<file path="src/rtl/trivium_arb_pkg.sv">
`default_nettype none
// ============================================================================
//  Module   : trivium_arb_pkg
//  Purpose  : Shared state encoding and default widths for the Trivium
//             keystream arbiter.
//  Revision : 1.0 - initial release
// ============================================================================
package trivium_arb_pkg;

  localparam int DEF_N_REQ      = 4;
  localparam int DEF_DATA_WIDTH = 80;
  localparam int KEY_W          = 80;

  localparam logic [1:0] ST_IDLE    = 2'd0;
  localparam logic [1:0] ST_KEYLOAD = 2'd1;
  localparam logic [1:0] ST_FILL    = 2'd2;
  localparam logic [1:0] ST_READY   = 2'd3;

  typedef enum logic [1:0] {
    IDLE    = ST_IDLE,
    KEYLOAD = ST_KEYLOAD,
    FILL    = ST_FILL,
    READY   = ST_READY
  } arb_state_e;

endpackage : trivium_arb_pkg
`default_nettype wire

</file>
<file path="src/rtl/rr_grant.sv">
`default_nettype none
// ============================================================================
//  Module   : rr_grant
//  Purpose  : Combinational one-hot grant. The search starts at index ptr and
//             wraps; with ptr tied to zero it degenerates to lowest-index-wins.
//  Revision : 1.0 - initial release
// ============================================================================
module rr_grant #(
  parameter int N_REQ = 4,
  parameter int PTR_W = 2
) (
  input  logic [N_REQ-1:0] req,
  input  logic [PTR_W-1:0] ptr,
  output logic [N_REQ-1:0] grant
);

  logic [N_REQ-1:0] rot_req_w;
  logic [N_REQ-1:0] rot_gnt_w;

  // Rotate so ptr lands at bit 0, isolate the lowest set bit, rotate back.
  always_comb begin
    rot_req_w = N_REQ'({req, req} >> ptr);
    rot_gnt_w = rot_req_w & (~rot_req_w + N_REQ'(1));
    grant     = N_REQ'(({rot_gnt_w, rot_gnt_w} << ptr) >> N_REQ);
  end

endmodule : rr_grant
`default_nettype wire

</file>
<file path="src/rtl/trivium_ks_arbiter.sv">
`default_nettype none
// ============================================================================
//  Module   : trivium_ks_arbiter
//  Purpose  : Sequences an external Trivium keystream wrapper (rekey, fill)
//             and hands each finished keystream block to exactly one of
//             N_REQ requesters.
//  Config   : TRIVIUM_ARB_RR_EN defined -> round-robin grant;
//             undefined -> fixed priority, lowest index wins.
//  Revision : 1.0 - initial release
// ============================================================================
module trivium_ks_arbiter
  import trivium_arb_pkg::*;
#(
  parameter int N_REQ      = DEF_N_REQ,
  parameter int DATA_WIDTH = DEF_DATA_WIDTH
) (
  input  logic                  clk,
  input  logic                  rst_n,
  input  logic                  rekey,
  input  logic [KEY_W-1:0]      key_in,
  input  logic [KEY_W-1:0]      iv_in,
  input  logic [N_REQ-1:0]      req,
  output logic [N_REQ-1:0]      ks_valid,
  output logic [DATA_WIDTH-1:0] ks_data,
  output logic                  busy,
  output logic                  core_rst,
  output logic                  core_next_data,
  output logic [KEY_W-1:0]      core_key,
  output logic [KEY_W-1:0]      core_iv,
  input  logic                  core_end_block,
  input  logic [DATA_WIDTH-1:0] core_block
);

  localparam int PTR_W = (N_REQ > 1) ? $clog2(N_REQ) : 1;

  arb_state_e            state_q, state_d;
  logic [N_REQ-1:0]      ks_valid_q, ks_valid_d;
  logic [DATA_WIDTH-1:0] ks_data_q, ks_data_d;
  logic                  core_rst_q, core_rst_d;
  logic                  core_next_q, core_next_d;
  logic [KEY_W-1:0]      core_key_q, core_key_d;
  logic [KEY_W-1:0]      core_iv_q, core_iv_d;

  logic [PTR_W-1:0]      ptr_w;
  logic [N_REQ-1:0]      grant_w;
  logic                  grant_fire_w;

  rr_grant #(
    .N_REQ (N_REQ),
    .PTR_W (PTR_W)
  ) u_rr_grant (
    .req   (req),
    .ptr   (ptr_w),
    .grant (grant_w)
  );

  // A grant happens only in READY with a request present and no rekey.
  assign grant_fire_w = !rekey && (state_q == READY) && (|req);

`ifdef TRIVIUM_ARB_RR_EN
  logic [PTR_W-1:0] ptr_q, ptr_d;
  logic [PTR_W-1:0] gnt_idx_w;

  // Encode the one-hot grant and advance the pointer past it, wrapping.
  always_comb begin
    gnt_idx_w = '0;
    for (int i = 0; i < N_REQ; i++) begin
      if (grant_w[i]) gnt_idx_w = PTR_W'(i);
    end
    ptr_d = ptr_q;
    if (grant_fire_w) begin
      ptr_d = (gnt_idx_w == PTR_W'(N_REQ - 1)) ? '0 : gnt_idx_w + PTR_W'(1);
    end
  end

  // Round-robin pointer register.
  always_ff @(posedge clk or negedge rst_n) begin
    if (!rst_n) ptr_q <= '0;
    else        ptr_q <= ptr_d;
  end

  assign ptr_w = ptr_q;
`else
  assign ptr_w = '0;
`endif

  // Next-state and output computation; rekey overrides everything else.
  always_comb begin
    state_d     = state_q;
    ks_valid_d  = '0;
    ks_data_d   = ks_data_q;
    core_next_d = 1'b0;
    core_key_d  = core_key_q;
    core_iv_d   = core_iv_q;
    if (rekey) begin
      core_key_d = key_in;
      core_iv_d  = iv_in;
      state_d    = KEYLOAD;
    end else begin
      case (state_q)
        IDLE:    state_d = IDLE;
        KEYLOAD: state_d = FILL;
        // core_end_block still shows the previous block while the
        // next-data pulse is in flight, so it is ignored in that cycle.
        FILL: begin
          if (core_end_block && !core_next_q) state_d = READY;
        end
        READY: begin
          if (grant_fire_w) begin
            ks_valid_d  = grant_w;
            ks_data_d   = core_block;
            core_next_d = 1'b1;
            state_d     = FILL;
          end
        end
        default: state_d = IDLE;
      endcase
    end
    core_rst_d = (state_d == KEYLOAD);
  end

  // State and registered outputs; core_rst is held high through reset.
  always_ff @(posedge clk or negedge rst_n) begin
    if (!rst_n) begin
      state_q     <= IDLE;
      ks_valid_q  <= '0;
      ks_data_q   <= '0;
      core_rst_q  <= 1'b1;
      core_next_q <= 1'b0;
      core_key_q  <= '0;
      core_iv_q   <= '0;
    end else begin
      state_q     <= state_d;
      ks_valid_q  <= ks_valid_d;
      ks_data_q   <= ks_data_d;
      core_rst_q  <= core_rst_d;
      core_next_q <= core_next_d;
      core_key_q  <= core_key_d;
      core_iv_q   <= core_iv_d;
    end
  end

  assign ks_valid       = ks_valid_q;
  assign ks_data        = ks_data_q;
  assign busy           = (state_q != READY);
  assign core_rst       = core_rst_q;
  assign core_next_data = core_next_q;
  assign core_key       = core_key_q;
  assign core_iv        = core_iv_q;

endmodule : trivium_ks_arbiter
`default_nettype wire

</file>
<file path="config.mk">
export PLATFORM = sky130hd
export DESIGN_NAME = trivium_ks_arbiter
export DESIGN_NICKNAME = d
export VERILOG_FILES = /design/src/rtl/trivium_arb_pkg.sv /design/src/rtl/rr_grant.sv /design/src/rtl/trivium_ks_arbiter.sv
export SDC_FILE = /design/constraint.sdc
export NUM_CORES = 1
export LEC_CHECK = 0
export CORE_AREA = 2 2 195 197
export DETAILED_ROUTE_END_ITERATION = 8
export DIE_AREA = 0 0 197 199
export PLACE_DENSITY = 0.58
export SLEW_MARGIN = 5
export SYNTH_ARGS = -nofsm -noshare
export SYNTH_HDL_FRONTEND = slang
export SYNTH_SLANG_ARGS = --single-unit
</file>
<file path="constraint.sdc">
create_clock -name clk -period 4.1 [get_ports clk]
set_input_delay 0.615 -clock clk [delete_from_list [all_inputs] [get_ports clk]]
set_output_delay 0.615 -clock clk [all_outputs]
set_load 0.01 [all_outputs]
</file>
==> Yosys cells after proc, flatten, opt, wreduce, memory -nomap -nowiden <==
Index checks and enable logic that the tools add are counted.
{ "word_totals": {"output_inout_bits": 247, "register_bits": 248, "inputBits": 248} }
{ "op_classes": {"n_bitwise": 3, "add_sub_neg": 1, "reduce_logical": 8, "n_mux": 10, "eq_ne": 5} }
{ "ops": {"columns": ["cell", "n"], "rows": [
  ["two-way mux 4 bit", 3],
  ["case mux 2 bit (4 select lines)", 1],
  ["two-way mux 2 bit", 3],
  ["adder 4 x 1 -> 4 bit, second input constant", 1],
  ["bitwise AND 4 bit", 1],
  ["equality test 2 x 1 -> 1 bit, second input constant", 2],
  ["equality test 2 bit, second input constant", 2],
  ["inverter 4 bit", 1],
  ["OR reduction 4 bit", 1],
  ["logical AND 1 bit", 3],
  ["two-way mux 1 bit", 3],
  ["AND reduction 3 bit", 1],
  ["zero test 1 bit", 2],
  ["zero test 2 bit", 1],
  ["inequality test 2 bit, second input constant", 1],
  ["inverter 1 bit", 1]
]} }

==> Logic depth before layout (Yosys ltp) <==
{ "depth": {"word_depth": 7, "depth_mapped": 4, "mapped_depth_nobuf": 3} }

==> Hierarchy <==
Synthesis repeated with hierarchy kept, for this count alone.
{ "hier_totals": {"hier_cells": 544, "area_unflattened_um2": 9432.8} }
{ "modules_own_cells": {"columns": ["module", "area_per_inst_um2", "n_inst", "cells_each"], "rows": [
  ["trivium_ks_arbiter", 9334.0, 1, 528],
  ["rr_grant", 98.8, 1, 16]
]} }

==> Least setup slack after synthesis <==
No wires, ideal clock.
{ "synth_timing": {"path_type": "input -> register", "start": "input req[3]", "end": "register ks_data_q[32] (netlist: ks_data[32])", "setup_time_ns": 0.127, "n_path_buf": 1, "required_time_ns": 3.973, "path_slack_ns": 2.387, "t_arrival_ns": 1.586, "cell_stages": 4, "path_cell_list": "nor4_2 nor3_4 buf_6 mux2_1"} }
{ "synth_between": {"elab_chain_len": 3} }
{ "synth_lines": {"columns": ["item", "line", "source"], "rows": [
  ["start: declaration", "trivium_ks_arbiter.sv:22", "input logic [N_REQ-1:0] req,"],
  ["OR reduction 4 bit", "trivium_ks_arbiter.sv:58", "assign grant_fire_w = !rekey && (state_q == READY) && (|req);"],
  ["logical AND 1 bit", "trivium_ks_arbiter.sv:58", null],
  ["AND reduction 3 bit (no source line)", null, null],
  ["end signal: assignment", "trivium_ks_arbiter.sv:135", "ks_data_q <= ks_data_d;"],
  ["end: declaration", "trivium_ks_arbiter.sv:38", "logic [DATA_WIDTH-1:0] ks_data_q, ks_data_d;"]
]} }
Every way passes these cells.
A chain may end at the register's enable or synchronous reset.

==> Worst setup path in the final report <==
{ "layout_timing": {"start": "register state_q[0]", "end": "output busy"} }
{ "layout_between": {"elab_chain_len": 1} }
{ "layout_lines": {"columns": ["item", "line", "source"], "rows": [
  ["start: declaration", "trivium_ks_arbiter.sv:36", "arb_state_e state_q, state_d;"],
  ["start signal: assignment", "trivium_ks_arbiter.sv:133", "state_q <= state_d;"],
  ["inequality test 2 bit", "trivium_ks_arbiter.sv:145", "assign busy = (state_q != READY);"],
  ["end: declaration", "trivium_ks_arbiter.sv:25", "output logic busy,"]
]} }
Every way passes these cells.

==> impl_metrics.ini <==
[sta]
period_needed_ns = 2.28
max_slew_margin = 0.547
tightest_slew_ns = 0.679
hold_ws_ns = 0.0655
rsz0062_at_grt = false
fin_setup_tns_ns = 0
setup_violations = 0
drv_slew = 0
min_period_over_period = 0.557
max_freq_ghz = 0.438
finalClockSkew_ns = 0.00772
hold_viol_final = 0

[floorplan]
die_area_um2 = 39200
core_um2 = 37100
initial_core_util = 0.248
die_y_um = 199
die_w_um = 197
ios = 495
rows = 71

[placement]
dpl.hpwl_mm = 20.3
io_buffer_count = 494
gp_congestion = 0.747

[drt]
antenna_left = 0
routedWlPerCell_um = 18.1
drtIter0Drc = 137
first_pass_iters = 3
vias_per_cell = 4.21
routed_wl_mm = 27.6
vias = 6412
drcViolationCount = 0

[clocking]
tritoncts = built
path_clk_slew_ns = 0.06
cts_hold_buf = 0
cts_buffers = 29
clock-root-buffer = clkbuf_16
clockBufferDepth = 3
clock_latency_ns = 0.54
clkSinkCount = 248
cts_resized = 0
post_cts_buffers = 0
cts-htree-levels = 1

[pwr]
ir_worst_vdd_mv = 0.301
pwr_density_cell_nw_per_um2 = 480
p_leak_uw = 0.00638

[yosys]
ys_warn_count = 0
avgSynthCellArea_um2 = 17.4
yosysSeqAreaShare = 0.675
syn-instance-count = 528
ys_ff_latch = 248
synth_cell_types = 18
synthesis.nets = 776
synth_area_um2 = 9190

[layout]
layout_commonest_cell = clkdlybuf4s50_1
multi_input_area_um2 = 2800
nFillCells = 3424
layout_common_cells = clkdlybuf4s50_1, dfrtp_1, mux2_2
diodes = 0
area_delta_synth_final_pct = 70.8
fin_util = 0.423
drive_gt1_frac = 0.269
nets = 1279
regArea_um2 = 6210

[worst_setup_path]
start_kind = flip-flop
cp.required_ns = 3.48
crit_buf_inv = 1
crit_chain = nand2_2 > clkdlybuf4s50_1
slowest_delay_ns = 0.58
critPathCaptureType = primary output
path_depth = 2
arrival_ns = 1.67
crit_type = flip-flop to primary output
cp_top_family = buffers and inverters
critPathSlowestCell = clkdlybuf4s50_1
path_max_fanout = 4
r2r_cells = 4

[global_route]
antenna_found_initial = 0
grt_start_max_net_pins = 109
grt_pass1_vias = 6909
grt_pass1_wl_mm = 41.1
gr-total-overflow = 0
grt_use_total = 0.136

[hold_path]
hp-class = input port to async pin

[flow_run]
maxCapViolCount = 0

[outcome]
status = complete, no violations
==> final timing paths <==
| path | startpoint | end | slack (ns) |
|---|---|---|---|
| worst max-delay path | state_q[0] | busy | 1.82 |
| worst min-delay path | rst_n | core_key[37] | 0.07 |
| worst max register to register | state_q[0] | ks_data[31] | 2.32 |
| worst min register to register | ks_data[39] | ks_data[39] | 0.48 |
| max in group asynchronous | rst_n | ks_data[66] | 3.16 |
| min in group clk | ks_data[39] | ks_data[39] | 0.48 |
==> worst register-to-register path, cell delays in order (launching register included) <==
cell and delay (ns):
dfrtp_1 0.40, nand2_2 0.11, nor3_4 0.27, buf_12 0.36, mux2_2 0.52
==> routing by layer <==
metal / global-route usage / part of all wire / vias up
met5: 0 / 0 / -
met4: 0.0423 / 0.021 / 0
met3: 0.0558 / 0.11 / 36
met2: 0.227 / 0.48 / 328
met1: 0.159 / 0.39 / 3163
li1: - / - / 2885
==> Yosys cell counts, drive strengths merged <==
cell type | count | area, um^2
dfrtp | 247 | 6180
mux2 | 240 | 2700
buf | 24 | 170
clkbuf | 3 | 11.3
nor2 | 3 | 11.3
nor3 | 2 | 21.3
a311o | 1 | 10.0
and2 | 1 | 6.26
and3 | 1 | 6.26
and3b | 1 | 8.76
dfstp | 1 | 26.3
nand2 | 1 | 6.26
nor3b | 1 | 7.51
nor4 | 1 | 12.5
nor4bb | 1 | 10.0
==> power breakdown <==
| group | internal (uW) | switching [uW] |
|---|---|---|
| logic | 1100 | 597 |
| registers | 2810 | 186 |
| clock network | 1830 | 1020 |
| total | 5740 | 1800 |
==> layout make-up <==
| class | instances | share of cell area |
|---|---|---|
| Tap cell | 474 | 0.0378 |
| Multi-Input combinational cell | 253 | 0.178 |
| Timing Repair Buffer | 499 | 0.321 |
| Sequential cell | 248 | 0.395 |
| Clock inverter | 12 | 0.0154 |
| Clock buffer | 38 | 0.0522 |
==> per-stage QoR <==
step                cells  power [uW]  area [um^2]  setup WS [ns]
floorplan             528        3590         9190           2.39
global placement     1474        4750        14600           1.67
detailed placement   1474        4760        14600           1.63
CTS                  1524        7690        15700           1.76
global route         1524        7910        15700           1.75
finish               1524        7540        15700           1.82
==> flip-flops by register name, summed over array words and instances (netlist names) <==
name,flops
state_q,2
core_key,80
ks_data,80
ks_valid,4
core_rst,1
core_iv,80
core_next_data,1
==> cells by family after synthesis <==
kind of cell / synth area share
flops: 0.675
mux: 0.294
buf+inv: 0.0197
simple gates: 0.00980
compound gates: 0.00109
No activity file was read; power rests on OpenSTA's default activity.
